==> src/rtl/mod_updown_counter_pkg.sv <==
// ============================================================================
// counter_pkg : mode encodings shared by the up/down counter files
// Revision    : 1.0
// ============================================================================
`default_nettype none

package counter_pkg;

  localparam int MODE_W = 2;

  localparam logic [MODE_W-1:0] MODE_MODULO  = 2'b00;
  localparam logic [MODE_W-1:0] MODE_ONESHOT = 2'b01;
  localparam logic [MODE_W-1:0] MODE_HOLD    = 2'b10;

  // Any mode with the hold bit set (10 or 11) freezes the counter.
  function automatic logic mode_counts(input logic [MODE_W-1:0] mode);
    return (mode & MODE_HOLD) == '0;
  endfunction

endpackage

`default_nettype wire

==> src/rtl/mod_updown_counter_if.sv <==
// ============================================================================
// mod_updown_counter_if : control and status bundle of the up/down counter
// Revision              : 1.0
// ============================================================================
`default_nettype none

interface mod_updown_counter_if #(
  parameter int WIDTH = 3
);
  import counter_pkg::*;

  logic                clear;
  logic                en;
  logic                up;
  logic [MODE_W-1:0]   mode;
  logic                load;
  logic [WIDTH-1:0]    load_val;
  logic [WIDTH-1:0]    q;
  logic                tc;
  logic                done;

  modport master (
    output clear, en, up, mode, load, load_val,
    input  q, tc, done
  );

  modport slave (
    input  clear, en, up, mode, load, load_val,
    output q, tc, done
  );

endinterface

`default_nettype wire

==> src/rtl/mod_updown_counter_count_next_logic.sv <==
// ============================================================================
// count_next_logic : next count value and terminal/wrap events for one step
// Revision         : 1.0
// ============================================================================
`default_nettype none

module count_next_logic
  import counter_pkg::*;
#(
  parameter int WIDTH   = 3,
  parameter int MODULUS = 8
) (
  input  logic [WIDTH-1:0]  q,
  input  logic              up,
  input  logic [MODE_W-1:0] mode,
  input  logic              done,
  output logic [WIDTH-1:0]  q_nxt,
  output logic              at_term,
  output logic              wrap
);

  localparam logic [WIDTH-1:0] MAX_Q   = WIDTH'(MODULUS - 1);
  localparam logic [WIDTH:0]   MAX_EXT = (WIDTH + 1)'(MODULUS - 1);
  localparam logic [WIDTH:0]   ONE_EXT = (WIDTH + 1)'(1);

  logic [WIDTH:0]   step_ext;
  logic             out_of_range;
  logic [WIDTH-1:0] term;

  always_comb begin
    step_ext     = up ? ({1'b0, q} + ONE_EXT) : ({1'b0, q} - ONE_EXT);
    // Down from 0 underflows to all ones, so one compare covers both wraps.
    out_of_range = step_ext > MAX_EXT;
    term         = up ? MAX_Q : '0;

    q_nxt   = q;
    at_term = 1'b0;
    wrap    = 1'b0;

    if (!done && mode_counts(mode)) begin
      if (mode == MODE_MODULO) begin
        wrap  = out_of_range;
        q_nxt = out_of_range ? (up ? '0 : MAX_Q) : step_ext[WIDTH-1:0];
      end else begin
        at_term = 1'b1;
        if (q != term) begin
          q_nxt   = step_ext[WIDTH-1:0];
          at_term = (step_ext[WIDTH-1:0] == term);
        end
      end
    end
  end

endmodule

`default_nettype wire

==> src/rtl/mod_updown_counter.sv <==
// ============================================================================
// mod_updown_counter : synchronous up/down counter with modulus, load,
//                      one-shot mode and registered terminal-count pulse
// Revision           : 1.0
// ============================================================================
`default_nettype none

module mod_updown_counter
  import counter_pkg::*;
#(
  parameter int WIDTH   = 3,
  parameter int MODULUS = 8
) (
  input  logic                 clk,
  input  logic                 reset,
  mod_updown_counter_if.slave  bus
);

  localparam logic [WIDTH-1:0] MAX_Q = WIDTH'(MODULUS - 1);

  logic [WIDTH-1:0] q_reg;
  logic [WIDTH-1:0] q_d;
  logic [WIDTH-1:0] q_step;
  logic [WIDTH-1:0] load_clamped;
  logic             tc_reg;
  logic             tc_d;
  logic             done_reg;
  logic             done_d;
  logic             at_term;
  logic             wrap;

  count_next_logic #(
    .WIDTH   (WIDTH),
    .MODULUS (MODULUS)
  ) u_next (
    .q       (q_reg),
    .up      (bus.up),
    .mode    (bus.mode),
    .done    (done_reg),
    .q_nxt   (q_step),
    .at_term (at_term),
    .wrap    (wrap)
  );

  // Priority: clear > load > count > hold; tc is only ever a one-cycle pulse.
  always_comb begin
    load_clamped = (bus.load_val > MAX_Q) ? MAX_Q : bus.load_val;
    q_d          = q_reg;
    tc_d         = 1'b0;
    done_d       = done_reg;

    if (bus.clear) begin
      q_d    = '0;
      done_d = 1'b0;
    end else if (bus.load) begin
      q_d    = load_clamped;
      done_d = 1'b0;
    end else if (bus.en) begin
      q_d    = q_step;
      tc_d   = wrap | at_term;
      done_d = done_reg | at_term;
    end
  end

  always_ff @(posedge clk or negedge reset) begin
    if (!reset) begin
      q_reg    <= '0;
      tc_reg   <= 1'b0;
      done_reg <= 1'b0;
    end else begin
      q_reg    <= q_d;
      tc_reg   <= tc_d;
      done_reg <= done_d;
    end
  end

  assign bus.q    = q_reg;
  assign bus.tc   = tc_reg;
  assign bus.done = done_reg;

endmodule

`default_nettype wire

==> src/flat_wrapper.sv <==
// flat-port wrapper written by rule: the top's interface ports become plain ports
module mod_updown_counter_flat import counter_pkg::*;
#(
  parameter int WIDTH   = 3,
  parameter int MODULUS = 8
)
  (clk, reset, bus_clear, bus_en, bus_up, bus_mode, bus_load, bus_load_val, bus_q, bus_tc, bus_done);
  mod_updown_counter_if #(.WIDTH(WIDTH)) bus_i ();
  input  logic clk;
  input  logic reset;
  input wire logic [$bits(bus_i.clear)-1:0] bus_clear;
  input wire logic [$bits(bus_i.en)-1:0] bus_en;
  input wire logic [$bits(bus_i.up)-1:0] bus_up;
  input wire logic [$bits(bus_i.mode)-1:0] bus_mode;
  input wire logic [$bits(bus_i.load)-1:0] bus_load;
  input wire logic [$bits(bus_i.load_val)-1:0] bus_load_val;
  output wire logic [$bits(bus_i.q)-1:0] bus_q;
  output wire logic [$bits(bus_i.tc)-1:0] bus_tc;
  output wire logic [$bits(bus_i.done)-1:0] bus_done;
  assign bus_i.clear = bus_clear;
  assign bus_i.en = bus_en;
  assign bus_i.up = bus_up;
  assign bus_i.mode = bus_mode;
  assign bus_i.load = bus_load;
  assign bus_i.load_val = bus_load_val;
  assign bus_q = bus_i.q;
  assign bus_tc = bus_i.tc;
  assign bus_done = bus_i.done;
  mod_updown_counter #(.WIDTH(WIDTH), .MODULUS(MODULUS)) u_core (.clk(clk), .reset(reset), .bus(bus_i));
endmodule
==> config.mk <==
export PLATFORM = sky130hd
export DESIGN_NAME = mod_updown_counter_flat
export DESIGN_NICKNAME = d
export VERILOG_FILES = /design/src/rtl/mod_updown_counter_pkg.sv /design/src/rtl/mod_updown_counter_if.sv /design/src/rtl/mod_updown_counter_count_next_logic.sv /design/src/rtl/mod_updown_counter.sv /design/src/flat_wrapper.sv
export SDC_FILE = /design/constraint.sdc
export NUM_CORES = 1
export LEC_CHECK = 0
export ABC_AREA = 1
export CAP_MARGIN = 10
export CORE_AREA = 2 2 39 41
export CTS_CLUSTER_DIAMETER = 100
export DETAILED_ROUTE_END_ITERATION = 12
export DIE_AREA = 0 0 41 43
export SYNTH_ARGS = -nofsm -noshare
export SYNTH_HDL_FRONTEND = slang
export SYNTH_SLANG_ARGS = --single-unit
==> constraint.sdc <==
create_clock -name clk -period 2.31 [get_ports clk]
set_input_delay 0.3465 -clock clk [delete_from_list [all_inputs] [get_ports clk]]
set_output_delay 0.3465 -clock clk [all_outputs]
set_load 0.005 [all_outputs]
* Yosys cells after proc, flatten, opt, wreduce, memory -nomap -nowiden
Index checks and enable logic that the tools add are counted.
Word-level totals: flip-flop bits (word level) 5, input port bits 11, output and inout bits 5
Cells by class: add/sub/neg operators 2, magnitude comparators 2, eq/ne operators 2, multiplexer cells 22, bitwise gates (word level) 2, reductions and logical operators 8
Operator list (number):
- $mux 3 | 10
- $mux 1 | 11
- $reduce_bool 3->1 | 2
- $add 3x1->4 const B | 1
- $gt 4x3->1 const B | 1
- $logic_not 2->1 | 2
- $mux 4 | 1
- $reduce_bool 4->1 | 1
- $sub 3x1->4 const B | 1
- $eq 3x3->1 | 1
- $gt 3x3->1 const B | 1
- $ne 3x3->1 | 1
- $reduce_and 3->1 | 1
- $or 1x1->1 | 2
- $logic_and 1x1->1 | 1
- $logic_not 1->1 | 1

* Depth between registers and ports, before layout
depth in word-level cells 10, gate-level depth with buffers 9

* Hierarchy
From an unflattened synthesis, not the netlist that was laid out.
Second synthesis, totals: cells, all modules 96, area total of the unflattened synthesis 560.5 µm²
By module, submodules not included:
- count_next_logic | instances 1, cells an instance 62, area each 312.8 µm², sequential area each 0.0 µm²
- mod_updown_counter | instances 1, cells an instance 34, area each 247.7 µm², sequential area each 125.1 µm²

* Least setup slack after synthesis
No wires, ideal clock.
path kind register to register, start reg u_core.q_reg[0], in the netlist u_core.bus.q[0], end reg u_core.tc_reg, in the netlist u_core.bus.tc, setup time 0.127 ns, arrival time 1.424 ns, data required time 2.183 ns, slack 0.759 ns, cell stages (with the launch flop) 7, path buffers 0, cells stage by stage dfrtp_1 -> inv_2 -> fa_1 -> xnor2_1 -> nor3_1 -> o21ai_1 -> a21oi_1
On the way: longest elaborated chain between the ends 10, elaborated cells between the ends (all ways) 15, those cells by class add/sub: 2; order compare: 1; eq/ne: 2; mux: 9; bitwise: 1
RTL lines:
- start, declared | line mod_updown_counter.sv:21 | logic [WIDTH-1:0] q_reg;
- start signal, assigned | line mod_updown_counter.sv:71 | q_reg <= q_d;
- branches (longest 6 deep; another with $sub 3x1->4)
- $or 1x1->1 * | line mod_updown_counter.sv:60 | tc_d = wrap | at_term;
- $mux 1 * | line mod_updown_counter.sv:58 | end else if (bus.en) begin
- $mux 1 * | line mod_updown_counter.sv:55 | end else if (bus.load) begin
- $mux 1 * | line mod_updown_counter.sv:52 | if (bus.clear) begin
- named net u_core.tc_d | line mod_updown_counter.sv:26 | logic tc_d;
- end signal, assigned | line mod_updown_counter.sv:72 | tc_reg <= tc_d;
- end, declared | line mod_updown_counter.sv:25 | logic tc_reg;
Mark *: on every way through the listed nets, which the timed path passes. A chain may end at the register's enable or synchronous reset.

* Final worst setup path
start in bus_up, end reg u_core.q_reg[0], in the netlist u_core.bus.q[0]
On the way: longest elaborated chain between the ends 8, elaborated cells between the ends (all ways) 14, those cells by class order compare: 1; eq/ne: 1; mux: 10; reduce/logical: 2
RTL lines:
- start, declared | line flat_wrapper.sv:13 | input wire logic [$bits(bus_i.up)-1:0] bus_up;
- $mux 4 | line mod_updown_counter_count_next_logic.sv:31 | step_ext = up ? ({1'b0, q} + ONE_EXT) : ({1'b0, q} - ONE_EXT);
- $gt 4x3->1 | line mod_updown_counter_count_next_logic.sv:33 | out_of_range = step_ext > MAX_EXT;
- $mux 3 | line mod_updown_counter_count_next_logic.sv:43 | q_nxt = out_of_range ? (up ? '0 : MAX_Q) : step_ext[WIDTH-1:0];
- $mux 3 | line mod_updown_counter_count_next_logic.sv:41 | if (mode == MODE_MODULO) begin
- $mux 3 | line mod_updown_counter_count_next_logic.sv:40 | if (!done && mode_counts(mode)) begin
- $mux 3 | line mod_updown_counter.sv:58
- $mux 3 | line mod_updown_counter.sv:55
- $mux 3 | line mod_updown_counter.sv:52
Several ways; a longest one is shown, not always the timed one. The select of a mux whose other input is x is not followed.

==> impl_metrics.env <==
export IMPL_internal_power_mw=0.216
export IMPL_outcome="complete, no violations"
export IMPL_drt_vias_per_instance=4.37
export IMPL_antenna_found_initial=0
export IMPL_worstMarginPinSlew_ns=0.232
export IMPL_min_path_type="input port to asynchronous set/reset pin"
export IMPL_die_x_um=41
export IMPL_fillers=142
export IMPL_dp_hpwl_um=848
export IMPL_dr_pass1_iters=4
export IMPL_vias=450
export IMPL_clockBufferDepth=2
export IMPL_syn_cell_area_sq_um=470
export IMPL_avgSynthCellArea_sq_um=6.92
export IMPL_antennaDiodeCount=0
export IMPL_num_rows=14
export IMPL_synth_warnings=0
export IMPL_netlist_instances=68
export IMPL_p_leak_nw=0.333
export IMPL_cts_resized=0
export IMPL_start_util_pct=34.0
export IMPL_fin_crit_ns=1.88
export IMPL_crit_arrival_ns=2.06
export IMPL_grt_pass1_wl_um=1680
export IMPL_max_cap_viol_count=0
export IMPL_crit_required_ns=2.49
export IMPL_p_seq_share_pct=31.3
export IMPL_largest_reg_flops=3
export IMPL_postCtsSetupBuffers=0
export IMPL_synth_distinct_cells=19
export IMPL_critPathMostFrequentCell="nand2_1"
export IMPL_grt_pass1_vias=429
export IMPL_clock_power_share_pct=30.8
export IMPL_crit_buf_inv=2
export IMPL_path_cells="clkdlybuf4s50_1 -> inv_2 -> ha_1 -> a21oi_1 -> nand3_2 -> nand2_1 -> nand2_1 -> nand2_1 -> nand3_1 -> nand2_1"
export IMPL_grtUsageTotal_pct=14.0
export IMPL_worst_setup_path_type="input port to register"
export IMPL_drc_errors=0
export IMPL_reg2reg_slack_ns=0.61
export IMPL_cp_slowest_cell="clkdlybuf4s50_1"
export IMPL_clk_latency_ns=0.24
export IMPL_hold_violations=0
export IMPL_slew_violations=0
export IMPL_htreeDepth=1
export IMPL_antenna_left=0
export IMPL_p_switching_mw=0.109
export IMPL_wl_um=972
export IMPL_holdBufCountCts=0
export IMPL_swShare_pct=33.6
export IMPL_final_util_pct=48.3
export IMPL_gp_congestion=0.805
export IMPL_fin_skew_ns=0.00487
export IMPL_io_buffers=15
export IMPL_synth_area_leader_cell="dfrtp_1"
export IMPL_cp_start_kind="input port"
export IMPL_wl_per_cell_um=9.44
export IMPL_drive_gt1_share_pct=18.4
export IMPL_fin_crit_sh_pct=81.4
export IMPL_core_sq_um=1380
export IMPL_final_setup_tns_ns=0
export IMPL_path_clk_slew_ns=0.05
export IMPL_grt_max_degree=8
export IMPL_drt_iter0_drc=2
export IMPL_p_per_area_nw_per_um2=488
export IMPL_ioPinCount=16
export IMPL_setup_viol_count_final=0
export IMPL_die_height_um=43
export IMPL_grt_setup_unrepaired="no"
export IMPL_synthesis_nets=82
export IMPL_power_frac_comb_pct=37.9
export IMPL_cts_root_buf="clkbuf_4"
export IMPL_ir_worst_vdd_mv=0.260
export IMPL_grt_overflow=0
export IMPL_nNetsFinal=102
export IMPL_synth_area_leaders="dfrtp_1, nand2_1, nand3_1, inv_1, ha_1"
export IMPL_ys_seq_area_share_pct=26.6
export IMPL_clock_sinks=5
export IMPL_path_delay_family="buffers and inverters"
export IMPL_cts_tree="yes"
export IMPL_syn_to_final_growth_pct=42.0
export IMPL_die_area_sq_um=1760
export IMPL_critPathMaxStageDelay_ns=0.59
export IMPL_numCtsBuffers=3
export IMPL_synth_seq_cells=5
export IMPL_relSlewSlack_pct=84.4
export IMPL_worstSetupEndpointType="register"
export IMPL_yosysTopAreaCellShare_pct=26.6
export IMPL_critPathMaxFanout=4
export IMPL_fmaxAchievable_mhz=532
[cells by family (layout without fill, tap and decap cells)]
group,Yosys count,after routing,synth area share (%)
AND/OR/NAND/NOR,43,43,45.5
buffers and inverters,10,29,7.98
AO/OA/AOI/OAI,6,6,8.51
flip-flops,5,5,26.6
adder cells (fa/ha/maj),3,3,9.57
XOR/XNOR,1,1,1.86
[synth_stat cells (all sizes together)]
cell and count:
a21boi 1, a21oi 3, dfrtp 5, fa 1, ha 2, inv 10, nand2 26, nand3 7
nand4 1, nor2 5, nor3 1, o21ai 2, or2 3, xnor2 1
[power by group through the flow]
stage	combinational [mW]	clock (mW)	sequential [mW]
2_1_floorplan	0.0767	0	0.102
3_3_place_gp	0.124	0	0.103
3_5_place_dp	0.124	0	0.103
4_1_cts	0.125	0.106	0.102
5_1_grt	0.142	0.115	0.103
6_report	0.124	0.100	0.102
[metal layers]
layer | vias to the layer above | GRT usage [%] | share of wire [%]
met5 | - | 0 | 0
met4 | 0 | 8.00 | 1.5
met3 | 2 | 1.57 | 4.0
met2 | 12 | 20.6 | 45
met1 | 184 | 18.8 | 49
li1 | 252 | - | -
[placed cells by master, fill, tap and decap left out, drive strengths merged]
master / synthesis / routed
dfrtp: 5 / 5
a21oi: 3 / 3
fa: 1 / 1
clkdlybuf4s50: 0 / 15
nand2: 26 / 26
nand3: 7 / 7
clkinv: 0 / 1
a21boi: 1 / 1
inv: 10 / 10
clkbuf: 0 / 3
o21ai: 2 / 2
or2: 3 / 3
nor3: 1 / 1
nor2: 5 / 5
nand4: 1 / 1
ha: 2 / 2
xnor2: 1 / 1
[worst register-to-register path, delay by kind of cell (launching register included)]
family	cells	cell delay, ns
flip-flops	1	0.46
buffers and inverters	2	0.16
adder cells (fa/ha/maj)	1	0.58
AO/OA/AOI/OAI	2	0.24
AND/OR/NAND/NOR	1	0.18
[final cells by class]
cell class | instances | area, sq um | area share (%)
multi-input cells | 53 | 308 | 46.1
clock inverters | 1 | 5.00 | 0.749
flip-flops and latches | 5 | 125 | 18.7
clock buffers | 3 | 22.5 | 3.37
repair buffers | 15 | 150 | 22.5
inverters | 10 | 37.5 | 5.62
well taps | 16 | 20.0 | 3.00
[per-stage QoR]
stage | instance area (sq um) | hold slack (ns) | total power [mW] | instances | setup WS [ns]
after floorplan | 470 | 0.0509 | 0.179 | 68 | 0.759
after global placement | 641 | 0.527 | 0.227 | 99 | 0.194
after detailed placement | 641 | 0.515 | 0.227 | 99 | 0.185
after CTS | 668 | 0.312 | 0.332 | 103 | 0.435
after global routing | 668 | 0.314 | 0.360 | 103 | 0.292
final | 668 | 0.316 | 0.326 | 103 | 0.430
[path summary, 6_finish.rpt]
check / from / end / depth (start not counted)
setup / recovery: bus_up / u_core.bus.q[0]$_DFFE_PN0P_ / 10
hold / removal: reset / u_core.bus.tc$_DFF_PN0_ / 1
setup reg to reg: u_core.bus.q[0]$_DFFE_PN0P_ / u_core.bus.done$_DFFE_PN0P_ / 6
hold reg to reg: u_core.bus.done$_DFFE_PN0P_ / u_core.bus.done$_DFFE_PN0P_ / 2
max in group asynchronous: reset / u_core.bus.done$_DFFE_PN0P_ / 1
min in group clk: u_core.bus.done$_DFFE_PN0P_ / u_core.bus.done$_DFFE_PN0P_ / 2
No activity file was read; power rests on OpenSTA's default activity.
